## src/rtl/apu_envelope_unit.sv

```systemverilog
// Volume envelope for one APU tone channel: control register, start flag, divider and decay counter.
// Latency: V is combinational from registers, so it reflects any update immediately after the edge.
// Backpressure: none; every write strobe and quarter-frame step is taken on the edge it appears.
module apu_envelope_unit (
  input  logic       ACLK1,
  input  logic       n_RES,
  input  logic       WR_Reg,
  input  logic       WR_LC,
  input  logic       n_LFO1,
  input  logic [7:0] DB,
  output logic [3:0] V
);

  // vol doubles as the constant volume and the divider reload period
  logic [3:0] vol;
  logic       const_vol;
  logic       loop_en;
  logic       start;
  logic [3:0] div;
  logic [3:0] decay;
  logic       step;

  assign step = ~n_LFO1;

  // Control register: volume/period, constant-volume and loop flags; DB[7:6] unused
  always_ff @(posedge ACLK1 or negedge n_RES) begin
    if (!n_RES) begin
      vol       <= 4'd0;
      const_vol <= 1'b0;
      loop_en   <= 1'b0;
    end else if (WR_Reg) begin
      vol       <= DB[3:0];
      const_vol <= DB[4];
      loop_en   <= DB[5];
    end
  end

  // Start flag: a length-counter write arms it and wins over a same-edge step clearing it
  always_ff @(posedge ACLK1 or negedge n_RES) begin
    if (!n_RES) begin
      start <= 1'b0;
    end else if (WR_LC) begin
      start <= 1'b1;
    end else if (step && start) begin
      start <= 1'b0;
    end
  end

  // Divider and decay counter stepped once per quarter-frame edge, using pre-edge state
  always_ff @(posedge ACLK1 or negedge n_RES) begin
    if (!n_RES) begin
      div   <= 4'd0;
      decay <= 4'd0;
    end else if (step) begin
      if (start) begin
        decay <= 4'd15;
        div   <= vol;
      end else if (div == 4'd0) begin
        div <= vol;
        if (decay != 4'd0) begin
          decay <= decay - 4'd1;
        end else if (loop_en) begin
          decay <= 4'd15;
        end
      end else begin
        div <= div - 4'd1;
      end
    end
  end

  // Mixer output: constant volume overrides the decay level
  assign V = const_vol ? vol : decay;

endmodule

```

## config.mk

```make
export PLATFORM = sky130hd
export DESIGN_NAME = apu_envelope_unit
export DESIGN_NICKNAME = d
export VERILOG_FILES = /design/src/rtl/apu_envelope_unit.sv
export SDC_FILE = /design/constraint.sdc
export NUM_CORES = 1
export LEC_CHECK = 0
export CAP_MARGIN = 10
export CORE_AREA = 2 2 45 47
export CTS_BUF_LIST = sky130_fd_sc_hd__clkbuf_16
export DETAILED_ROUTE_END_ITERATION = 7
export DIE_AREA = 0 0 47 49
export GPL_TIMING_DRIVEN = 0
export PLACE_DENSITY = 0.77
export SETUP_SLACK_MARGIN = 0.3
export SYNTH_ARGS = -nofsm -noshare
export SYNTH_HDL_FRONTEND = slang
export SYNTH_SLANG_ARGS = --single-unit
```

## constraint.sdc

```tcl
create_clock -name ACLK1 -period 1.5 [get_ports ACLK1]
set_input_delay 0.375 -clock ACLK1 [delete_from_list [all_inputs] [get_ports ACLK1]]
set_output_delay 0.375 -clock ACLK1 [all_outputs]
set_load 0.03 [all_outputs]
```

==> run metrics, run 1 <==
Avg Cell Area, Syn 9.64 µm²; number of buffer cells added on primary ports 12; maxcap violations 0; global-route congestion overflow total 0; via density per instance 5.55; number of rows created at floorplan 16; die outline area 2300 µm²; TritonCTS Sinks 15; number of buffers on the longest clock path 2; worst hold-check path type in -> reg; antenna cell count 0; routed wl met3 71 µm; Critical Path End Type output port; root buffer cell sky130_fd_sc_hd__clkbuf_16; EDFF count, synth 0; slew at the pin closest to its max-slew limit 0.699 ns; PnR worst setup slack -0.0223 ns; Largest stage delay, worst path 0.44 ns; Power Density 1160 nW/µm²; worst path bufs/invs 1; hold bufs inserted after CTS 0; syn_nets 99; dpl hpwl 1230 µm; Final Wtd Congestion 0.756; end of the worst hold path div[1]; Synth warnings 0; most frequent cells after synthesis 15 x sky130_fd_sc_hd__dfrtp_1, 11 x sky130_fd_sc_hd__nor2_1, 7 x sky130_fd_sc_hd__inv_1, 7 x sky130_fd_sc_hd__mux2_2, 6 x sky130_fd_sc_hd__nand2_1; via count of the first global-routing pass 849; final max-slew violation count 0; delay-heaviest family, CP flip-flops; source-to-sink clock delay at the later pin of the worst-skew pair 0.25 ns; H-tree Lvls 1; initial detailed-routing violation count 12; number of iterations in the first detailed-routing pass 4; Final Core Density 73.4%; height of the chip 49 µm; Max transition margin 53.3%; placed cell areas 983 µm²; area leader, netlist sky130_fd_sc_hd__dfrtp_1; hold path startpoint n_LFO1; CTS clk-pin slew, worst paths 0.05 ns; VDD IR-drop max 919 µV; clock tree skew after final layout 0.00171 ns; reg-to-reg startpoint decay[1]; uppermost metal layer occupied by signal nets met4; area share of the largest cell type after synthesis 46.4%; Final Cycle Share 101%; largest net degree at the start of global routing 16; most common cell in the netlist sky130_fd_sc_hd__dfrtp_1; wire length on met1 1030 µm; post-layout net count 132; total length of routed met2 wires 1370 µm; main flop type after synthesis sky130_fd_sc_hd__dfrtp_1; f_max 657 MHz; DRC 0; number of I/O pins 17; number of antenna violations at the first check in global routing 0; die span in x 47 µm; critical path cell sequence mux2_4 -> buf_6; synthesized flop and latch total 15; Cells after Synth 84; depth of the most critical reg-to-reg path 5; setup slack at placement -0.290 ns; area inside the core boundary 1840 µm²; global-route wire length before repair 3970 µm; post-layout min period 1.52 ns; detail-routed net length per standard cell 17.9 µm; TritonCTS clock tree yes; Vias 793; initial cell density of the core 44.0%; Static Leakage 0.000585 µW; distinct cell type count after synthesis 30; share of flip-flops with an asynchronous set or reset 100%; slowest CP cell sky130_fd_sc_hd__dfrtp_2; register-to-register setup slack 0.02 ns; sequential area share after synthesis 46.4%; worst hold path stage count 2; synthesized cell area 810 µm²; sort of element at the start of the critical path register; TritonCTS buffer count 3; Non-Filler Cell Area, Final 1350 µm²; Critical Path AT 1.15 ns; setup violators final 3; area grow syn2layout 66.9%; status finished, violations left; path type of the worst setup path reg -> out; required time at the endpoint of the critical path 1.12 ns; Fin. Hold Viols 0; end of the worst register-to-register path decay[3]; violations in the final reports negative setup slack; setup repair after global routing missed its margin true; global router's overall resource usage 24.2%; share of post-route cells with drive strength above 1 53.4%; setup tns final -0.0554 ns; wirelength, routed 2560 µm; Critical Path Fanout Max 5; remaining antenna violation count after routing 0; Synth area leaders sky130_fd_sc_hd__dfrtp_1 46%, sky130_fd_sc_hd__mux2_2 9.7%, sky130_fd_sc_hd__nor2_1 5.1%
==> sequential cells by signal (all words and copies together) (netlist names) <==
| name | cells |
|---|---|
| const_vol | 1 |
| div | 4 |
| decay | 4 |
| vol | 4 |
| loop_en | 1 |
| start | 1 |
==> kinds of logic (layout without fill, tap and decap cells) <==
kind of cell	after synthesis	in the layout	share of synthesized area, %
AO/OA/AOI/OAI	19	19	16.5
adder cells (fa/ha/maj)	2	2	3.09
buffers and inverters	10	42	4.64
flip-flops	15	15	46.4
multiplexers	7	7	9.74
AND/OR/NAND/NOR	31	31	19.6
==> how the worst max path moves through the flow <==
stage	from	end	slack [ns]	cells after the start
after floorplan	div[0]	decay[3]	0.14	6
after global placement	const_vol	V[3]	-0.27	2
after detailed placement	const_vol	V[3]	-0.29	2
after CTS	const_vol	V[3]	-0.01	2
after global routing	div[0]	decay[1]	-0.06	6
final	const_vol	V[3]	-0.02	2
==> stage by stage <==
| step | cells | total power [µW] | hold WS, ns |
|---|---|---|---|
| final | 143 | 1570 | 0.462 |
| after global routing | 143 | 1630 | 0.484 |
| after CTS | 140 | 1460 | 0.514 |
| after detailed placement | 123 | 811 | 0.511 |
| after global placement | 123 | 800 | 0.495 |
| after floorplan | 84 | 704 | 0.0794 |
==> final cells by class <==
class                   count  area, µm²
inverters                   7       26.3
repair buffers             28        260
flip-flops and latches     15        378
fillers                   126        490
plain buffers               3       16.3
clock buffers               3       75.1
multi-input cells          59        558
well taps                  27       33.8
clock inverters             1       3.75
==> per-layer routing <==
layer  up-vias  track usage (%)
met1       394             29.3
met4         0             12.5
met3         9             2.59
li1        365                -
met2        25             40.4
met5         -                0
==> power breakdown <==
group          internal (µW)  switching, µW
sequential               459           73.2
clock                    354            170
combinational            270            245
==> placed cells by master, fill, tap and decap left out, drive strengths merged, types with 3 or more instances in the layout <==
cell,netlist,final
buf,0,20
clkbuf,3,6
clkdlybuf4s50,0,8
dfrtp,15,15
inv,7,8
mux2,7,7
nand2,6,6
nand2b,3,3
nor2,11,11
nor3,5,5
o21ai,4,4
==> what timing repair did <==
action,4_1_cts,5_1_grt
endpoints found under the hold margin,0,0
setup endpoints to repair,12,12
buffers inserted,13,3
gates resized for setup,51,20
pin swaps,12,11
Power figures use the tool's default switching activity.
==> inputs of run 2 (changes only) <==
Settings changed: ABC_CLOCK_PERIOD_IN_PS set to 1300, CORE_AREA 2 2 45 47 to 2 2 46 48, DIE_AREA 0 0 47 49 to 0 0 48 50, PLACE_DENSITY 0.77 to 0.76.
Clock period 1.5 ns to 1.3 ns, I/O delays scaled along.
==> run 2 against run 1 <==
Compared with the run above: the flow still finishes with violations (negative setup slack); core utilization is 8.2 points lower; worst hold slack lost 0.25 ns; largest power group unchanged; sequential power rose by 14%; highest routed layer unchanged; wire length shrank 27%; flip-flop and latch count did not move; critical path depth unchanged; non-clock buffer count shrank 7; register-to-register slack got worse by 0.12 ns; sequential share of layout area is 2.5 points higher.
==> run metrics, run 2 (synthesized netlist as in run 1, its figures left out) <==
area inside the core boundary 1900 µm²; f_max 673 MHz; setup repair after global routing missed its margin true; largest net degree at the start of global routing 16; clock tree skew after final layout 0.00370 ns; met3 Track Usage GR 2.20%; CTS clk-pin slew, worst paths 0.05 ns; biggest registers after layout decay (4), div (4), vol (4); share of post-route cells with drive strength above 1 45.9%; commonest non-fill, non-tap cell in the layout sky130_fd_sc_hd__dfrtp_1; TritonCTS buffer count 3; placed cell areas 996 µm²; Static Leakage 0.000533 µW; path type of the worst setup path reg -> out; setup slack at placement -0.384 ns; PnR worst setup slack -0.185 ns; global router's overall resource usage 16.9%; area grow syn2layout 53.2%; root buffer cell sky130_fd_sc_hd__clkbuf_16; number of standard cells in the final layout excluding fillers 136; commonest cells after routing, fill and taps aside 13 x sky130_fd_sc_hd__dfrtp_1, 9 x sky130_fd_sc_hd__nor2_1, 8 x sky130_fd_sc_hd__buf_4; post-layout min period 1.49 ns; Fin. Hold Viols 0; number of I/O pins 17; height of the chip 50 µm; number of iterations in the first detailed-routing pass 4; hold bufs inserted after CTS 0; Max transition margin 56.7%; slew at the pin closest to its max-slew limit 0.649 ns; number of antenna violations at the first check in global routing 0; die span in x 48 µm; Critical Path Fanout Max 7; dpl hpwl 1200 µm; status finished, violations left; Final Cycle Share 114%; Placed Cells incl. Taps 123; Non-Filler Cell Area, Final 1240 µm²; Vias 740; global-route wire length before repair 2820 µm; wirelength, routed 1860 µm; TritonCTS clock tree yes; initial detailed-routing violation count 16; number of buffers on the longest clock path 2; GRT met2 Usage 26.0%; worst hold-check path type in -> async; required time at the endpoint of the critical path 0.98 ns; remaining antenna violation count after routing 0; VDD IR-drop max 882 µV; register-to-register setup slack -0.10 ns; Critical Path AT 1.16 ns; setup violators final 11; met1 usage in global routing 21.8%; final max-slew violation count 0; initial cell density of the core 42.6%; reg-to-reg startpoint div[1]; DRC 0; Power Density 1360 nW/µm²; source-to-sink clock delay at the later pin of the worst-skew pair 0.25 ns; die outline area 2400 µm²; detail-routed net length per standard cell 13.7 µm; sort of element at the start of the critical path register; most used routing layer met2; violations in the final reports negative setup slack; global-route congestion overflow total 0; Final Wtd Congestion 0.781; via count of the first global-routing pass 669; H-tree Lvls 1; maxcap violations 0; depth of the most critical reg-to-reg path 6; overall power 1690 µW; post-layout net count 125; antenna cell count 0; end of the worst register-to-register path decay[1]; TritonCTS Sinks 15; via density per instance 5.44; Critical Path End Type output port; number of buffer cells added on primary ports 12; number of rows created at floorplan 16
[run 2: worst max path at each step]
stage                    end      start  slack (ns)  depth (start not counted)
finish                  V[2]  const_vol       -0.19                          2
CTS                     V[3]  const_vol       -0.19                          2
global route            V[3]  const_vol       -0.21                          2
detailed placement      V[3]  const_vol       -0.38                          2
floorplan           decay[3]     div[0]       -0.06                          6
global placement        V[3]  const_vol       -0.38                          2
[run 2: worst max-delay path, stage by stage, from the launching register on]
cell and delay, ns:
sky130_fd_sc_hd__dfrtp_2 0.46, sky130_fd_sc_hd__mux2_4 0.32, sky130_fd_sc_hd__buf_6 0.14
[run 2: through the flow]
| step | hold slack [ns] | setup TNS, ns | utilization [%] |
|---|---|---|---|
| 6_report | 0.215 | -1.08 | 65.2 |
| 5_1_grt | 0.301 | -1.64 | 65.2 |
| 4_1_cts | 0.246 | -1.38 | 60.7 |
| 3_5_place_dp | 0.499 | -2.50 | 52.4 |
| 3_3_place_gp | 0.495 | -2.23 | 52.4 |
| 2_1_floorplan | 0.0294 | -0.183 | - |
[run 2: what timing repair did]
| item | 4_1_cts | 5_1_grt |
|---|---|---|
| resized for setup | 37 | 18 |
| pin swaps | 6 | 2 |
| buffers inserted | 7 | 2 |
| setup endpoints to repair | 13 | 12 |
| hold endpoints to repair | 0 | 0 |
[run 2: cell type report]
type,count,area [µm²]
Fill cell,137,662
Timing Repair Buffer,21,195
Tap cell,27,33.8
Multi-Input combinational cell,59,509
Inverter,7,26.3
Clock inverter,1,5.00
Sequential cell,15,378
Clock buffer,3,75.1
Buffer,3,17.5
[run 2: routing by layer]
layer / routed length (µm) / up-vias
li1: - / 353
met1: 852 / 357
met2: 892 / 26
met3: 82 / 4
met4: 36 / 0
met5: 0 / -
[run 2: power breakdown]
part | leakage (µW) | total (µW) | internal, µW | switching [µW]
combinational | 0.000328 | 478 | 255 | 224
clock | 0.0000409 | 599 | 411 | 189
sequential | 0.000164 | 608 | 530 | 78.0
